## src/rtl/level0_pkg.sv

```systemverilog
// Shared types and default key settings for the level0 serial-key lock.
// State encoding is used by the lock controller and visible to benches.
package level0_pkg;

    typedef enum logic [2:0] {
        COLLECT,
        CHECK,
        UNLOCKED,
        FAIL,
        LOCKOUT
    } lock_state_t;

    localparam int          LEVEL0_WIDTH = 16;
    localparam logic [15:0] LEVEL0_KEY   = 16'h39C3;

endpackage

```

## src/rtl/level0_sync_edge.sv

```systemverilog
// Synchronizes raw shift/d pins and emits a one-cycle pulse per shift rising edge.
// Latency: SYNC_STAGES cycles pin-to-pulse; d_sync aligned with shift_pulse.
// No backpressure: pins are free-running, every rising edge yields one pulse.
module level0_sync_edge #(
    parameter int SYNC_STAGES = 2
) (
    input  logic clk,
    input  logic rst,
    input  logic shift,
    input  logic d,
    output logic shift_pulse,
    output logic d_sync
);

    logic [SYNC_STAGES-1:0] shift_chain;
    logic [SYNC_STAGES-1:0] d_chain;
    logic                   shift_q;
    logic [SYNC_STAGES:0]   primed;

    always_ff @(posedge clk or posedge rst) begin
        if (rst) begin
            shift_chain <= '0;
            d_chain     <= '0;
            shift_q     <= 1'b0;
            primed      <= '0;
        end else begin
            shift_chain <= {shift_chain[SYNC_STAGES-2:0], shift};
            d_chain     <= {d_chain[SYNC_STAGES-2:0], d};
            shift_q     <= shift_chain[SYNC_STAGES-1];
            primed      <= {primed[SYNC_STAGES-1:0], 1'b1};
        end
    end

    // Pulses are held off until both the chain and shift_q carry post-reset
    // samples, so a pin already high at reset release is not seen as an edge.
    assign shift_pulse = primed[SYNC_STAGES] & shift_chain[SYNC_STAGES-1] & ~shift_q;
    assign d_sync      = d_chain[SYNC_STAGES-1];

endmodule

```

## src/rtl/level0_lock_ctrl.sv

```systemverilog
// Serial-key attempt FSM: collects WIDTH bits MSB-first, checks KEY, drives LEDs, enforces lockout.
// Latency: last bit captured -> LEDs valid 2 cycles later; lockout lasts LOCKOUT_CYCLES cycles.
// No backpressure: shift pulses outside COLLECT/FAIL are dropped; clear is ignored in CHECK/LOCKOUT.
module level0_lock_ctrl
    import level0_pkg::*;
#(
    parameter int               WIDTH          = LEVEL0_WIDTH,
    parameter logic [WIDTH-1:0] KEY            = LEVEL0_KEY,
    parameter int               SYNC_STAGES    = 2,
    parameter int               MAX_FAILS      = 3,
    parameter int               LOCKOUT_CYCLES = 1000
) (
    input  logic                           clk,
    input  logic                           rst,
    input  logic                           shift,
    input  logic                           d,
    input  logic                           clear,
    output logic                           led1,
    output logic                           led2,
    output logic                           locked_out,
    output logic [$clog2(WIDTH+1)-1:0]     bit_count,
    output logic [$clog2(MAX_FAILS+1)-1:0] fail_count
);

    localparam int BCW = $clog2(WIDTH+1);
    localparam int FCW = $clog2(MAX_FAILS+1);
    localparam int TW  = (LOCKOUT_CYCLES > 1) ? $clog2(LOCKOUT_CYCLES) : 1;

    lock_state_t      state, state_nxt;
    logic [WIDTH-1:0] sr, sr_nxt;
    logic [BCW-1:0]   bit_count_nxt;
    logic [FCW-1:0]   fail_count_nxt;
    logic [TW-1:0]    timer, timer_nxt;
    logic             shift_pulse;
    logic             d_sync;

    level0_sync_edge #(
        .SYNC_STAGES (SYNC_STAGES)
    ) u_sync_edge (
        .clk         (clk),
        .rst         (rst),
        .shift       (shift),
        .d           (d),
        .shift_pulse (shift_pulse),
        .d_sync      (d_sync)
    );

    always_comb begin
        state_nxt      = state;
        sr_nxt         = sr;
        bit_count_nxt  = bit_count;
        fail_count_nxt = fail_count;
        timer_nxt      = timer;
        unique case (state)
            COLLECT: begin
                if (clear) begin
                    sr_nxt        = '0;
                    bit_count_nxt = '0;
                end else if (shift_pulse) begin
                    sr_nxt        = {sr[WIDTH-2:0], d_sync};
                    bit_count_nxt = bit_count + BCW'(1);
                    if (bit_count == BCW'(WIDTH-1)) state_nxt = CHECK;
                end
            end
            CHECK: begin
                if (sr == KEY) begin
                    state_nxt      = UNLOCKED;
                    fail_count_nxt = '0;
                end else if (fail_count >= FCW'(MAX_FAILS-1)) begin
                    state_nxt      = LOCKOUT;
                    fail_count_nxt = FCW'(MAX_FAILS);
                    timer_nxt      = TW'(LOCKOUT_CYCLES-1);
                end else begin
                    state_nxt      = FAIL;
                    fail_count_nxt = fail_count + FCW'(1);
                end
            end
            UNLOCKED: begin
                if (clear) begin
                    state_nxt     = COLLECT;
                    sr_nxt        = '0;
                    bit_count_nxt = '0;
                end
            end
            FAIL: begin
                // A bit arriving in FAIL opens the next attempt as its bit 0.
                if (clear) begin
                    state_nxt     = COLLECT;
                    sr_nxt        = '0;
                    bit_count_nxt = '0;
                end else if (shift_pulse) begin
                    state_nxt     = COLLECT;
                    sr_nxt        = {{(WIDTH-1){1'b0}}, d_sync};
                    bit_count_nxt = BCW'(1);
                end
            end
            LOCKOUT: begin
                if (timer == '0) begin
                    state_nxt      = COLLECT;
                    sr_nxt         = '0;
                    bit_count_nxt  = '0;
                    fail_count_nxt = '0;
                end else begin
                    timer_nxt = timer - TW'(1);
                end
            end
            default: state_nxt = COLLECT;
        endcase
    end

    // Indicators trail the state register by one cycle.
    always_ff @(posedge clk or posedge rst) begin
        if (rst) begin
            state      <= COLLECT;
            sr         <= '0;
            bit_count  <= '0;
            fail_count <= '0;
            timer      <= '0;
            led1       <= 1'b0;
            led2       <= 1'b0;
            locked_out <= 1'b0;
        end else begin
            state      <= state_nxt;
            sr         <= sr_nxt;
            bit_count  <= bit_count_nxt;
            fail_count <= fail_count_nxt;
            timer      <= timer_nxt;
            led1       <= (state == UNLOCKED);
            led2       <= (state == FAIL) || (state == LOCKOUT);
            locked_out <= (state == LOCKOUT);
        end
    end

endmodule
```

## config.mk

```make
export PLATFORM = sky130hd
export DESIGN_NAME = level0_lock_ctrl
export DESIGN_NICKNAME = d
export VERILOG_FILES = /design/src/rtl/level0_pkg.sv /design/src/rtl/level0_sync_edge.sv /design/src/rtl/level0_lock_ctrl.sv
export SDC_FILE = /design/constraint.sdc
export NUM_CORES = 1
export LEC_CHECK = 0
export ABC_AREA = 1
export CAP_MARGIN = 40
export CORE_UTILIZATION = 45
export CTS_BUF_LIST = sky130_fd_sc_hd__clkbuf_8
export DETAILED_ROUTE_END_ITERATION = 12
export DONT_BUFFER_PORTS = 1
export GPL_TIMING_DRIVEN = 0
export SYNTH_ARGS = -nofsm -noshare
export SYNTH_HDL_FRONTEND = slang
export SYNTH_HIERARCHICAL = 1
export SYNTH_SLANG_ARGS = --single-unit
```

## constraint.sdc

```tcl
create_clock -name clk -period 3.1 [get_ports clk]
set_input_delay 0.62 -clock clk [delete_from_list [all_inputs] [get_ports clk]]
set_output_delay 0.62 -clock clk [all_outputs]
set_load 0.01 [all_outputs]
```

==> impl.org <==
** Clock tree
- Number of buffers inserted by hold repair at cts :: 0
- The H-tree was split into 2 levels.
- Counting every sink on the clock net gives 47.
- Count of instances resized after the clock tree is built :: 0
- TritonCTS clock tree :: done
- Counting along the longest clock path gives a buffer depth of 2.
- Clk_lat worst skew :: 0.31 ns
- Number of buffers inserted during clock tree synthesis :: 5
- Clock edge transition at the registers on the reported setup and hold paths :: about 0.10 ns
- Number of buffers added for setup after CTS :: 0
- In this run the clock root is driven by a sky130_fd_sc_hd__clkbuf_8.

** Timing
- Clock skew on the completed layout was measured at around 0.012 ns.
- The final hold violation count came to 0.
- Maximum clock frequency :: ~580 MHz
- Final period demand of the worst path :: around 1.7 ns
- Measured against its own limit, the worst slew margin works out to 0.6446.
- The final-report max-slew violation count was 0.
- In the finished design, the share of the clock period the worst path needs comes to 0.5529.
- At the pin with the least slew margin, the transition time is 0.5330 ns.
- Final sum of negative setup slack :: 0 ns
- Setup repair after global routing left no endpoint under its margin.
- Setup violations remaining at the end of the flow were counted as 0.

** Route
- Detail-routed via count per cell :: just over 5
- Iteration-0 DRC Markers :: between 100 and 150
- In this run the remaining antenna-violating nets after routing total 0.
- For this run, design rule violations remaining after detail routing come to 0.
- Total number of vias :: around 2000
- Total wire length after detailed routing :: between 5 and 6 mm
- In the final routed layout, each cell accounts on average for about 13 microns.
- The first TritonRoute pass finished after 4 iterations.

** Logic synthesis
- Count of yosys warnings during synthesis :: 6
- A synthesized cell averages approximately 8 sq um.
- Synth Net Count :: roughly 320
- Flip-flop and latch count after synthesis :: 47
- Counting flops with an async set or reset pin after synthesis yields a share of 1.000.
- For this run, the leading register cell type out of synthesis is sky130_fd_sc_hd__dfrtp_1.
- Counting every instance in the synthesized netlist gives ~310.
- Synthesis instantiated 31 different standard cells from the library.
- The share of the Yosys chip area taken by registers is 0.4674.
- Netlist Area Pre-Place :: roughly 2500 sq um
- Yosys mapped a number of flops with a built-in enable equal to 0.

** Global routing
- Sum of overflow across all layers after global routing :: 0
- The first global-routing pass estimated between 9 and 10 mm of wire.
- Initial antenna violation count :: 0
- Overall global routing resource usage :: 0.2045
- Entering global routing, the biggest net connects 33 pins.
- Vias in the first global route :: around 2100

** Floorplanning
- Number of I/O pins :: 15
- The total area inside the core boundary comes to roughly 5200 sq um.
- Die Height :: 76.78 microns
- Row cnt :: 26
- In this run the horizontal extent of the chip is about 77 microns.
- The initial utilization of the core area, before any placement, comes to 0.4804.
- Die area :: 5894 sq um

** Run status
- The flow ran to the end, and the final reports show no timing, DRC or antenna violations.

** Layout
- Antenna Cells :: 0
- Fin nets :: ~330
- Share of post-route cells with drive strength above 1 :: 0.1739
- Fill cells in the final layout number 494.
- Once layout is complete, the cells apart from fillers number a little under 400.
- Layout area overhead :: 8.155%

** Setup path
- Reg-to-reg endpoint :: sr[8]
- The most critical setup path has its startpoint at timer[0].
- Largest fanout of any net on the critical path :: 10
- Start of the worst register-to-register path :: timer[0]
- In this run the register-to-register setup slack is approximately 1.4 ns.
- Critical path's largest stage delay :: 0.38 ns
- Req. time, crit path :: between 3 and 4 ns
- Critical path start-end classification :: register to register
- The worst setup path is launched from a register.
- Path depth of the worst reg2reg path :: 11
- Cell chain of the critical path :: inv_1 > ha_1 > nand2_2 > nor2_4 > nand3_1 > nand2_2 > nand3_4 > buf_6 > buf_12 > nand2_2 > o21ai_2
- At the worst endpoint, the arrival time is ~1.9 ns.
- The most numerous cell type found on the critical path is sky130_fd_sc_hd__nand2_2.
- CP max stage cell :: sky130_fd_sc_hd__dfrtp_1
- Crit. End Element :: register
- The critical path ends at sr[8].

** Pwr
- Summed over all cells, the static leakage comes to around 1.3 nW.
- IR analysis of the VDD net gives a maximum drop of ~330 uV.
- Power density normalized to cell area :: about 820 nW/um^2

** Placement
- Once placement completed, the tool counted placed cells totaling 384.
- Final weighted congestion in routability-driven placement :: between 0.8 and 0.9
- IO buf count :: 0
- Summed over all nets, the half-perimeter wirelength after detailed placement is about 3.7 mm.

** Job
- Max Cap Viol :: 0

** Worst hold path
- The tightest min-delay check is of the input pin to asynchronous set/reset pin type.
## state kept, by name, indices dropped and copies added, names as in the netlist
signal and cells:
bit_count 5, fail_count 2, led1 1, led2 1
locked_out 1, sr 16, state 3, timer 10
u_sync_edge/d_chain 2, u_sync_edge/primed 3, u_sync_edge/shift_chain 2, u_sync_edge/shift_q 1
## cell families (layout without fill, tap and decap cells)
group	Yosys count	count (layout)	synth area share
AOI/OAI and AO/OA	24	24	0.06415
adders and majority gates	3	3	0.01492
DFF	47	47	0.4674
buffers and inverters	44	53	0.08304
xor gates and xnor gates	2	2	0.006963
other	1	1	0.001490
and+or+nand+nor	192	192	0.3620
## cell type report
class / instances / area, sq um / share of cell area
flip-flops and latches: 47 / 1176 / 0.4322
multi-input cells: 222 / 1131 / 0.4156
inverters: 32 / 125.1 / 0.04598
well taps: 70 / 87.58 / 0.03218
plain buffers: 12 / 83.83 / 0.03080
clock buffers: 5 / 68.82 / 0.02529
clock inverters: 3 / 28.78 / 0.01057
repair buffers: 1 / 20.02 / 0.007356
## critical path: cells and delay by family, from the launching register on
kind                       cells  cell delay, ns
and+or+nand+nor                6            0.57
AOI/OAI and AO/OA              1            0.05
DFF                            1            0.38
buffers and inverters          3            0.39
adders and majority gates      1            0.22
## stage by stage
step	utilization	setup WS (ns)	hold WS, ns	total power [mW]	cell area [sq um]
final	0.5196	1.386	0.08580	2.238	2721
after global routing	0.5196	1.258	0.08108	2.432	2721
after CTS	0.5196	1.376	0.07893	2.265	2721
after detailed placement	0.5010	1.379	0.3379	1.847	2624
after global placement	0.4971	1.097	0.3340	1.832	2604
after floorplan	-	1.539	0.3312	1.647	2516
## routing by layer
layer	routed length (microns)	up-vias	part of all wire	GRT usage
met5	0	-	0	0
li1	-	1016	-	-
met2	2326	42	0.45	0.3241
met4	64	0	0.012	0.06923
met3	230	6	0.044	0.04643
met1	2581	927	0.50	0.2744
## worst min-delay path by stage
stage | endpoint | slack [ns] | cells past startpoint
after floorplan | u_sync_edge/d_chain[1] | 0.33 | 0
after global placement | u_sync_edge/shift_chain[1] | 0.33 | 0
final | led1 | 0.09 | 1
after global routing | led1 | 0.08 | 1
after detailed placement | u_sync_edge/shift_chain[1] | 0.34 | 0
after CTS | led1 | 0.08 | 1
## cell usage in the layout, fill, tap and decap left out, types with 2 or more instances in the layout
cell / instances
sky130_fd_sc_hd__clkbuf_1: 5
sky130_fd_sc_hd__clkbuf_8: 5
sky130_fd_sc_hd__nor2_2: 4
sky130_fd_sc_hd__buf_2: 2
sky130_fd_sc_hd__nor2_4: 3
sky130_fd_sc_hd__inv_4: 2
sky130_fd_sc_hd__o21ai_2: 10
sky130_fd_sc_hd__nand3_1: 26
sky130_fd_sc_hd__ha_1: 3
sky130_fd_sc_hd__inv_2: 2
sky130_fd_sc_hd__nor2_1: 35
sky130_fd_sc_hd__inv_6: 2
sky130_fd_sc_hd__inv_1: 28
sky130_fd_sc_hd__o21ai_0: 12
sky130_fd_sc_hd__nand2_1: 80
sky130_fd_sc_hd__dfrtp_1: 47
sky130_fd_sc_hd__or2_2: 2
sky130_fd_sc_hd__buf_6: 2
sky130_fd_sc_hd__nand2_2: 14
sky130_fd_sc_hd__nand4_1: 19
sky130_fd_sc_hd__nor3_1: 5
sky130_fd_sc_hd__buf_12: 2
## Yosys cell counts, types with 3 or more instances
cell / instances / area [sq um]
sky130_fd_sc_hd__nand3_1: 26 / 130.1
sky130_fd_sc_hd__clkbuf_1: 5 / 18.77
sky130_fd_sc_hd__nand2_2: 14 / 87.58
sky130_fd_sc_hd__inv_1: 29 / 108.9
sky130_fd_sc_hd__nor2_1: 35 / 131.4
sky130_fd_sc_hd__nor2_2: 4 / 25.02
sky130_fd_sc_hd__o21ai_2: 10 / 87.58
sky130_fd_sc_hd__dfrtp_1: 47 / 1176
sky130_fd_sc_hd__nor2_4: 3 / 33.78
sky130_fd_sc_hd__o21ai_0: 12 / 60.06
sky130_fd_sc_hd__ha_1: 3 / 37.54
sky130_fd_sc_hd__nand2_1: 80 / 300.3
sky130_fd_sc_hd__nand4_1: 19 / 118.9
sky130_fd_sc_hd__nor3_1: 5 / 25.02
## where the power goes
part / total (mW) / switching [mW] / internal (mW)
Clock: 0.404 / 0.234 / 0.170
Sequential: 0.914 / 0.164 / 0.750
Combinational: 0.919 / 0.585 / 0.335
Power figures use the tool's default switching activity.
